[src/rtl/feature_loader.sv]
// Burst loader: streams one or two feature-map patches from memory into the
// patch FIFOs, alternating bursts between patches when both are requested.
module feature_loader #(
  parameter int unsigned MEM_DATA_WIDTH = 512,
  parameter int unsigned ADDR_WIDTH     = 32,
  parameter int unsigned BURST_LEN      = 16
) (
  input  logic                      system_clk,
  input  logic                      rst_n,
  input  logic                      load_begin,
  output logic                      load_finish,
  input  logic [ADDR_WIDTH-1:0]     base_addr,
  input  logic [ADDR_WIDTH-1:0]     patch2_offset,
  input  logic [9:0]                row_size,
  input  logic [9:0]                col_size,
  input  logic                      double_patch,
  output logic                      mem_rd_req,
  output logic [ADDR_WIDTH-1:0]     mem_rd_addr,
  output logic [7:0]                mem_rd_len,
  input  logic                      mem_rd_ack,
  input  logic [MEM_DATA_WIDTH-1:0] mem_rd_data,
  input  logic                      mem_rd_data_valid,
  output logic [MEM_DATA_WIDTH-1:0] feature_data,
  output logic                      feature_buffer_1_valid,
  output logic                      feature_buffer_2_valid,
  input  logic                      feature_buffer_1_ready,
  input  logic                      feature_buffer_2_ready,
  output logic                      busy
);

  localparam int unsigned CNT_W      = $clog2(BURST_LEN + 1);
  localparam int unsigned BEAT_W     = 18;
  localparam int unsigned BEAT_BYTES = MEM_DATA_WIDTH / 8;

  typedef enum logic [2:0] {IDLE, CHECK, REQ, DATA, NEXT, DONE} state_e;

  state_e                    state_q, state_d;
  logic                      double_q, double_d;
  logic                      sel_q, sel_d;
  logic [BEAT_W-1:0]         rem1_q, rem1_d, rem2_q, rem2_d;
  logic [ADDR_WIDTH-1:0]     addr1_q, addr1_d, addr2_q, addr2_d;
  logic [CNT_W-1:0]          burst_q, burst_d, beat_cnt_q, beat_cnt_d;
  logic                      rd_req_q, rd_req_d;
  logic [ADDR_WIDTH-1:0]     rd_addr_q, rd_addr_d;
  logic [7:0]                rd_len_q, rd_len_d;
  logic                      fb1_q, fb1_d, fb2_q, fb2_d;
  logic                      finish_q, finish_d;
  logic                      busy_q, busy_d;
  logic [MEM_DATA_WIDTH-1:0] fdata_q, fdata_d;

  logic [19:0]               prod_c;
  logic [BEAT_W-1:0]         beats_c, rem_sel_c, rem_oth_c;
  logic [CNT_W-1:0]          burst_c;
  logic [ADDR_WIDTH-1:0]     step_c;

  // Beats per patch, the size of the next burst and the address step after it
  always_comb begin
    prod_c    = 20'(row_size) * 20'(col_size);
    beats_c   = BEAT_W'((21'(prod_c) + 21'd3) >> 2);
    rem_sel_c = sel_q ? rem2_q : rem1_q;
    rem_oth_c = sel_q ? rem1_q : rem2_q;
    burst_c   = (rem_sel_c < BEAT_W'(BURST_LEN)) ? CNT_W'(rem_sel_c) : CNT_W'(BURST_LEN);
    step_c    = ADDR_WIDTH'(burst_q) * ADDR_WIDTH'(BEAT_BYTES);
  end

  // Next-state and next-output logic
  always_comb begin
    state_d    = state_q;
    double_d   = double_q;
    sel_d      = sel_q;
    rem1_d     = rem1_q;
    rem2_d     = rem2_q;
    addr1_d    = addr1_q;
    addr2_d    = addr2_q;
    burst_d    = burst_q;
    beat_cnt_d = beat_cnt_q;
    rd_addr_d  = rd_addr_q;
    rd_len_d   = rd_len_q;
    fdata_d    = fdata_q;
    fb1_d      = 1'b0;
    fb2_d      = 1'b0;
    unique case (state_q)
      IDLE: begin
        if (load_begin) begin
          double_d = double_patch;
          sel_d    = 1'b0;
          rem1_d   = beats_c;
          rem2_d   = double_patch ? beats_c : '0;
          addr1_d  = base_addr;
          addr2_d  = base_addr + patch2_offset;
          state_d  = CHECK;
        end
      end
      CHECK: begin
        if (rem1_q == '0 && rem2_q == '0) begin
          state_d = DONE;
        end else if (sel_q ? feature_buffer_2_ready : feature_buffer_1_ready) begin
          burst_d    = burst_c;
          beat_cnt_d = '0;
          rd_addr_d  = sel_q ? addr2_q : addr1_q;
          rd_len_d   = 8'(burst_c - CNT_W'(1));
          state_d    = REQ;
        end
      end
      REQ: begin
        if (mem_rd_ack) state_d = DATA;
      end
      DATA: begin
        if (mem_rd_data_valid) begin
          fdata_d    = mem_rd_data;
          fb1_d      = ~sel_q;
          fb2_d      = sel_q;
          beat_cnt_d = beat_cnt_q + CNT_W'(1);
          if (beat_cnt_q == burst_q - CNT_W'(1)) state_d = NEXT;
        end
      end
      NEXT: begin
        if (sel_q) begin
          addr2_d = addr2_q + step_c;
          rem2_d  = rem2_q - BEAT_W'(burst_q);
        end else begin
          addr1_d = addr1_q + step_c;
          rem1_d  = rem1_q - BEAT_W'(burst_q);
        end
        if (double_q && rem_oth_c != '0) sel_d = ~sel_q;
        state_d = CHECK;
      end
      DONE: state_d = IDLE;
      default: state_d = IDLE;
    endcase
    rd_req_d = (state_d == REQ);
    finish_d = (state_d == DONE);
    busy_d   = (state_d != IDLE);
  end

  // State register
  always_ff @(posedge system_clk or negedge rst_n) begin
    if (!rst_n) state_q <= IDLE;
    else        state_q <= state_d;
  end

  // Datapath and registered outputs
  always_ff @(posedge system_clk or negedge rst_n) begin
    if (!rst_n) begin
      double_q   <= 1'b0;
      sel_q      <= 1'b0;
      rem1_q     <= '0;
      rem2_q     <= '0;
      addr1_q    <= '0;
      addr2_q    <= '0;
      burst_q    <= '0;
      beat_cnt_q <= '0;
      rd_req_q   <= 1'b0;
      rd_addr_q  <= '0;
      rd_len_q   <= '0;
      fb1_q      <= 1'b0;
      fb2_q      <= 1'b0;
      finish_q   <= 1'b0;
      busy_q     <= 1'b0;
      fdata_q    <= '0;
    end else begin
      double_q   <= double_d;
      sel_q      <= sel_d;
      rem1_q     <= rem1_d;
      rem2_q     <= rem2_d;
      addr1_q    <= addr1_d;
      addr2_q    <= addr2_d;
      burst_q    <= burst_d;
      beat_cnt_q <= beat_cnt_d;
      rd_req_q   <= rd_req_d;
      rd_addr_q  <= rd_addr_d;
      rd_len_q   <= rd_len_d;
      fb1_q      <= fb1_d;
      fb2_q      <= fb2_d;
      finish_q   <= finish_d;
      busy_q     <= busy_d;
      fdata_q    <= fdata_d;
    end
  end

  assign mem_rd_req             = rd_req_q;
  assign mem_rd_addr            = rd_addr_q;
  assign mem_rd_len             = rd_len_q;
  assign feature_buffer_1_valid = fb1_q;
  assign feature_buffer_2_valid = fb2_q;
  assign feature_data           = fdata_q;
  assign load_finish            = finish_q;
  assign busy                   = busy_q;

endmodule

[config.mk]
export PLATFORM = sky130hd
export DESIGN_NAME = feature_loader
export DESIGN_NICKNAME = d
export VERILOG_FILES = /design/src/rtl/feature_loader.sv
export SDC_FILE = /design/constraint.sdc
export NUM_CORES = 2
export LEC_CHECK = 0
export ABC_CLOCK_PERIOD_IN_PS = 2700
export BUFFER_PORTS_ARGS = -buffer_cell sky130_fd_sc_hd__buf_2
export CAP_MARGIN = 20
export CORE_AREA = 4 4 454 456
export CTS_BUF_LIST = sky130_fd_sc_hd__clkbuf_2
export DETAILED_ROUTE_END_ITERATION = 10
export DIE_AREA = 0 0 458 460
export PLACE_DENSITY_LB_ADDON = 0.3
export SKIP_LAST_GASP = 1
export SLEW_MARGIN = 0
export SYNTH_ARGS = -nofsm -noshare
export SYNTH_HDL_FRONTEND = slang
export SYNTH_SLANG_ARGS = --single-unit
[constraint.sdc]
create_clock -name system_clk -period 2.7 [get_ports system_clk]
set_input_delay 0.54 -clock system_clk [delete_from_list [all_inputs] [get_ports system_clk]]
set_output_delay 0.54 -clock system_clk [all_outputs]
set_load 0.01 [all_outputs]
==> summary.md, run 1 <==
| Metric | Value |
|---|---|
| Root buffer cell | `sky130_fd_sc_hd__clkbuf_2` |
| Post-synthesis average cell area | `8.57 µm²` |
| Proportion of register bits with asynchronous set or reset after synthesis | `1.00` |
| Number of enable-type register cells in the synthesized netlist | `0` |
| First logged error message | `[ERROR RSZ-0060] Max buffer count reached.` |
| Die outline width | `458 µm` |
| Post-DP HPWL | `173000 µm` |
| Outcome | `aborted with a tool error` |
| Predominant post-synthesis flop cell | `sky130_fd_sc_hd__dfrtp_1` |
| Clock Tree Buf Depth | `3` |
| Yosys synthesis warning count | `0` |
| Total setup buffers inserted after CTS | `130` |
| Net count after synthesis | `4642` |
| Placed Cells | `7841` |
| Proportion of synthesized chip area in sequential cells | `0.507` |
| Cell type contributing the most total cell area after synthesis | `sky130_fd_sc_hd__dfrtp_1` |
| Proportion of netlist area held by the largest area contributor | `0.507` |
| Number of core rows | `165` |
| Number of input and output port buffers inserted | `1160` |
| Number of hold buffers added after cts | `1669` |
| Number of sinks driven by the clock tree | `670` |
| Last step reached | `clock tree synthesis (4_1_cts)` |
| Synth Instances | `3861` |
| Cell area after technology mapping | `33100 µm²` |
| Synth Register Bits | `670` |
| CTS resizes | `913` |
| Initial core utilization | `0.164` |
| Main area contributors after synthesis | `sky130_fd_sc_hd__dfrtp_1, sky130_fd_sc_hd__nand2_1, sky130_fd_sc_hd__ha_1` |
| Library cells used by synthesis | `74` |
| Top Ports | `1161` |
| Cts bufs inserted | `202` |
| GPL Wtd Cong | `0.939` |
| Chip height | `460 µm` |
| Number of H-tree branching levels | `4` |
==> through the flow <==
stage	cell area, µm²	hold WS [ns]	TNS [ns]	utilization	setup WS (ns)
3_5_place_dp	44900	0.457	-81.78	0.223	-2.60
3_3_place_gp	44900	0.455	-81.74	0.223	-2.59
2_1_floorplan	33600	0.244	-53.67	-	-2.11
==> cell families after synthesis <==
kind of cell	share of synthesized area
AO/OA/AOI/OAI	0.0876
XOR/XNOR	0.0156
adder cells (fa/ha/maj)	0.0823
buffers and inverters	0.0365
flip-flops	0.507
multiplexers	0.0135
AND/OR/NAND/NOR	0.258
==> Yosys cell counts (29+ instances only) <==
library cell               number
sky130_fd_sc_hd__a21oi_1      152
sky130_fd_sc_hd__and2_1        67
sky130_fd_sc_hd__clkbuf_1     186
sky130_fd_sc_hd__dfrtp_1      670
sky130_fd_sc_hd__fa_1          68
sky130_fd_sc_hd__ha_1         109
sky130_fd_sc_hd__inv_1        105
sky130_fd_sc_hd__mux2i_1       41
sky130_fd_sc_hd__nand2_1     1746
sky130_fd_sc_hd__nand3_1       36
sky130_fd_sc_hd__nor2_1       124
sky130_fd_sc_hd__nor3_1        29
sky130_fd_sc_hd__o21ai_0      150
sky130_fd_sc_hd__xnor2_1       33
==> inputs of run 2 (changes only) <==
==> config.mk (replaced) <==
export PLATFORM = sky130hd
export DESIGN_NAME = feature_loader
export DESIGN_NICKNAME = d
export VERILOG_FILES = /design/src/rtl/feature_loader.sv
export SDC_FILE = /design/constraint.sdc
export NUM_CORES = 2
export LEC_CHECK = 0
export ABC_CLOCK_PERIOD_IN_PS = 3500
export BUFFER_PORTS_ARGS = -buffer_cell sky130_fd_sc_hd__buf_2
export CAP_MARGIN = 20
export CORE_AREA = 4 4 453 455
export DETAILED_ROUTE_END_ITERATION = 10
export DIE_AREA = 0 0 457 459
export PLACE_DENSITY_LB_ADDON = 0.15
export SKIP_LAST_GASP = 1
export SLEW_MARGIN = 0
export SYNTH_ARGS = -nofsm -noshare
export SYNTH_HDL_FRONTEND = slang
export SYNTH_SLANG_ARGS = --single-unit
==> constraint.sdc (replaced) <==
create_clock -name system_clk -period 3.5 [get_ports system_clk]
set_input_delay 0.7 -clock system_clk [delete_from_list [all_inputs] [get_ports system_clk]]
set_output_delay 0.7 -clock system_clk [all_outputs]
set_load 0.01 [all_outputs]
==> run 2 against run 1 <==
Effect of this change: the flow now finishes, with violations (setup timing); area after synthesis stayed put; synthesized cell count stayed put.
==> summary.md, run 2 <==
| Metric | Value |
|---|---|
| Outcome | `complete, but fails checks` |
| Violations in the final reports | `setup timing` |
| Wire length of the first global-routing pass | `274000 µm` |
| Ranking of synthesized cells by instance count | `sky130_fd_sc_hd__nand2_1, sky130_fd_sc_hd__dfrtp_1, sky130_fd_sc_hd__clkbuf_1` |
| Post-synthesis average cell area | `8.57 µm²` |
| Number of input and output port buffers inserted | `1160` |
| Kind of start point of the critical path | `primary input` |
| Top Ports | `1161` |
| Most frequently used cell type in the post-synthesis netlist | `sky130_fd_sc_hd__nand2_1` |
| Area added between synthesis and finish | `42.8%` |
| Worst Path Arrival | `5.06 ns` |
| Standby leakage power | `24.7 nW` |
| Post-layout nets | `5888` |
| Worst hold path depth | `3` |
| Pre-antenna DRT Iters | `7` |
| Routed via count | `31995` |
| Length in cells of the worst reg-to-reg path | `10` |
| Post-DP HPWL | `165000 µm` |
| Share of layout cells above drive strength 1 | `0.316` |
| Synth Register Bits | `670` |
| Vias in the first global route | `32768` |
| Setup violations, final | `29` |
| Cts bufs inserted | `90` |
| Max-Slew Margin vs Limit | `0.497` |
| Commonest cells after routing, fill and taps aside | `sky130_fd_sc_hd__nand2_1, sky130_fd_sc_hd__buf_2, sky130_fd_sc_hd__dfrtp_1` |
| Clock Tree Buf Depth | `3` |
| Max-cap viol count | `0` |
| Proportion of synthesized chip area in sequential cells | `0.507` |
| Number of enable-type register cells in the synthesized netlist | `0` |
| Leftover overflow at the end of global routing | `0` |
| Flop pwr share | `0.313` |
| Post-layout worst setup margin | `-0.988 ns` |
| Combinational group share of total power | `0.469` |
| Chip height | `459 µm` |
| Initial core utilization | `0.164` |
| Predominant post-synthesis flop cell | `sky130_fd_sc_hd__dfrtp_1` |
| Die outline width | `457 µm` |
| Leading cell type in the layout, fill and taps excluded | `sky130_fd_sc_hd__nand2_1` |
| CTS tree | `built` |
| Worst Min Path Start | `mem_rd_data[324]` |
| CTS clock-pin slew for the worst setup and hold paths | `0.06 ns` |
| Antenna violations before repair | `115` |
| Flip-flop count of the largest register, all copies and words added | `512` |
| Flop2flop setup slack | `0.48 ns` |
| FF-to-FF Start | `rem2_q[11]$_DFFE_PN0P_` |
| Final setup skew | `0.0242 ns` |
| Power density cells | `943 nW/µm²` |
| GPL Wtd Cong | `0.920` |
| Met2 Routed Length | `101000 µm` |
| Clock period minus worst slack | `4.49 ns` |
| Critical register-to-register path endpoint | `burst_q[3]$_DFFE_PN0P_` |
| Proportion of netlist area held by the largest area contributor | `0.507` |
| Cell area after technology mapping | `33100 µm²` |
| Number of core rows | `165` |
| Met3 routed wirelength | `15600 µm` |
| Max-slew violations | `0` |
| Clock insertion delay at the later pin of the skew report | `0.72 ns` |
| RSZ-0062 raised after global routing | `true` |
| GRT Resource Usage Total | `0.185` |
| Clock network power share | `0.218` |
| Top layer reached by signal wires | `met5` |
| Largest fanout on the critical path | `4` |
| Largest net degree at the start of global routing | `133` |
| Floorplan die area | `210000 µm²` |
| Proportion of register bits with asynchronous set or reset after synthesis | `1.00` |
| Synth Instances | `3861` |
| Average routed wire per standard cell | `25.5 µm` |
| Critical Setup Path Class | `primary input to flip-flop` |
| Internal power | `24.9 mW` |
| Library cells used by synthesis | `74` |
| Worst slack, placed | `-2.04 ns` |
| IR Drop Worst-Case VDD | `0.415 mV` |
| Vias/cell | `4.06` |
| Class of the most critical hold timing path | `primary input to flip-flop` |
| Yosys synthesis warning count | `0` |
| Terminating pin of the worst hold path | `feature_data[324]$_DFFE_PN0P_` |
| Power after layout | `44.6 mW` |
| Net count after synthesis | `4642` |
| Final hold viol count | `0` |
| Switching share of power | `0.441` |
| M1 WL | `77200 µm` |
| Cell type contributing the most total cell area after synthesis | `sky130_fd_sc_hd__dfrtp_1` |
| Main area contributors after synthesis | `sky130_fd_sc_hd__dfrtp_1, sky130_fd_sc_hd__nand2_1, sky130_fd_sc_hd__ha_1` |
| DRC violation total after the first TritonRoute iteration | `2036` |
| Number of sinks driven by the clock tree | `670` |
| Worst hold-check slack | `0.169 ns` |
| Element type at the critical path end | `flip-flop` |
| Switching power | `19.7 mW` |
| Achievable frequency | `223 MHz` |
| Number of H-tree branching levels | `3` |
| Root buffer cell | `sky130_fd_sc_hd__clkbuf_16` |
| Required time worst endpoint | `4.07 ns` |
| Final Cycle Share | `1.28` |
| Post-detailed-route DRC marker count | `0` |
| Transition at the pin with the smallest max-transition slack | `0.755 ns` |
| Core Area | `201000 µm²` |
| Detailed Route WL | `201000 µm` |
| Post-detailed-route count of antenna-violating nets | `0` |
[run 2: cell counts after synthesis]
No cell type changed its count.
[run 2: cells by family (layout without fill, tap and decap cells)]
family	count (synthesis)	in the layout	synth area share
compound gates	484	484	0.0876
flops	670	670	0.507
buf+inv	310	1625	0.0365
xor+xnor	59	59	0.0156
other cells	0	35	0
simple gates	2117	2117	0.258
mux	44	44	0.0135
fa+ha+maj	177	177	0.0823
[run 2: critical path, cell delays in order]
cell and delay, ns:
sky130_fd_sc_hd__buf_8 0.09, sky130_fd_sc_hd__nand2_4 0.04, sky130_fd_sc_hd__fa_1 0.50, sky130_fd_sc_hd__fa_1 0.56, sky130_fd_sc_hd__inv_2 0.04, sky130_fd_sc_hd__fa_1 0.52, sky130_fd_sc_hd__fa_1 0.54, sky130_fd_sc_hd__inv_2 0.04
sky130_fd_sc_hd__fa_1 0.49, sky130_fd_sc_hd__inv_2 0.05, sky130_fd_sc_hd__ha_4 0.15, sky130_fd_sc_hd__a21o_1 0.15, sky130_fd_sc_hd__a21o_1 0.16, sky130_fd_sc_hd__a21oi_2 0.14, sky130_fd_sc_hd__o21a_1 0.18, sky130_fd_sc_hd__o31ai_2 0.09
sky130_fd_sc_hd__a21o_1 0.17, sky130_fd_sc_hd__a21oi_2 0.13, sky130_fd_sc_hd__xor2_1 0.19, sky130_fd_sc_hd__o211ai_1 0.12
[run 2: how the worst max path moves through the flow]
stage / slack (ns) / startpoint / to
after floorplan: -1.47 / row_size[8] / rem2_q[15]$_DFFE_PN0P_
after global placement: -1.96 / col_size[3] / rem2_q[17]$_DFFE_PN0P_
after detailed placement: -2.04 / col_size[3] / rem1_q[14]$_DFFE_PN0P_
after CTS: -0.89 / row_size[2] / rem2_q[15]$_DFFE_PN0P_
after global routing: -1.16 / row_size[2] / rem2_q[15]$_DFFE_PN0P_
final: -0.99 / row_size[2] / rem2_q[15]$_DFFE_PN0P_
[run 2: area by class of cell]
cell class                      instances  area (µm²)
Clock inverter                         30         370
Fill cell                           22389      154000
Antenna cell                           35        87.6
Inverter                              105         397
Tap cell                             2672        3340
Timing Repair Buffer                 1359        7790
Clock buffer                          131        2660
Sequential cell                       670       16800
Multi-Input combinational cell       2881       15900
[run 2: routing by layer]
layer	up-vias	GRT usage
li1	14997	-
met1	15477	0.214
met2	1177	0.328
met3	306	0.0503
met4	38	0.0670
met5	-	0
[run 2: power groups by stage]
stage	combinational (mW)	sequential (mW)	clock, mW
detailed placement	20.3	14.0	0
floorplan	8.48	14.9	0
global placement	20.3	14.0	0
finish	20.9	14.0	9.72
CTS	21.1	14.0	10.1
global route	23.1	14.4	10.4
[run 2: stage by stage]
step / TNS [ns] / instance area [µm²] / util / instances
6_report: -21.30 / 47300 / 0.235 / 7883
5_1_grt: -24.63 / 47200 / 0.235 / 7862
3_3_place_gp: -53.05 / 43400 / 0.216 / 7673
3_5_place_dp: -53.25 / 43400 / 0.216 / 7673
4_1_cts: -17.74 / 46900 / 0.233 / 7843
2_1_floorplan: -33.20 / 33500 / - / 3861
[run 2: repair_timing]
| action | in CTS | in global routing |
|---|---|---|
| setup endpoints to repair | 30 | 30 |
| hold buffers | 1 | 0 |
| hold endpoints to repair | 32 | 0 |
| gates resized for setup | 86 | 42 |
| pin swaps | 38 | 24 |
| setup buffers | 8 | 7 |
Power figures use the tool's default switching activity.
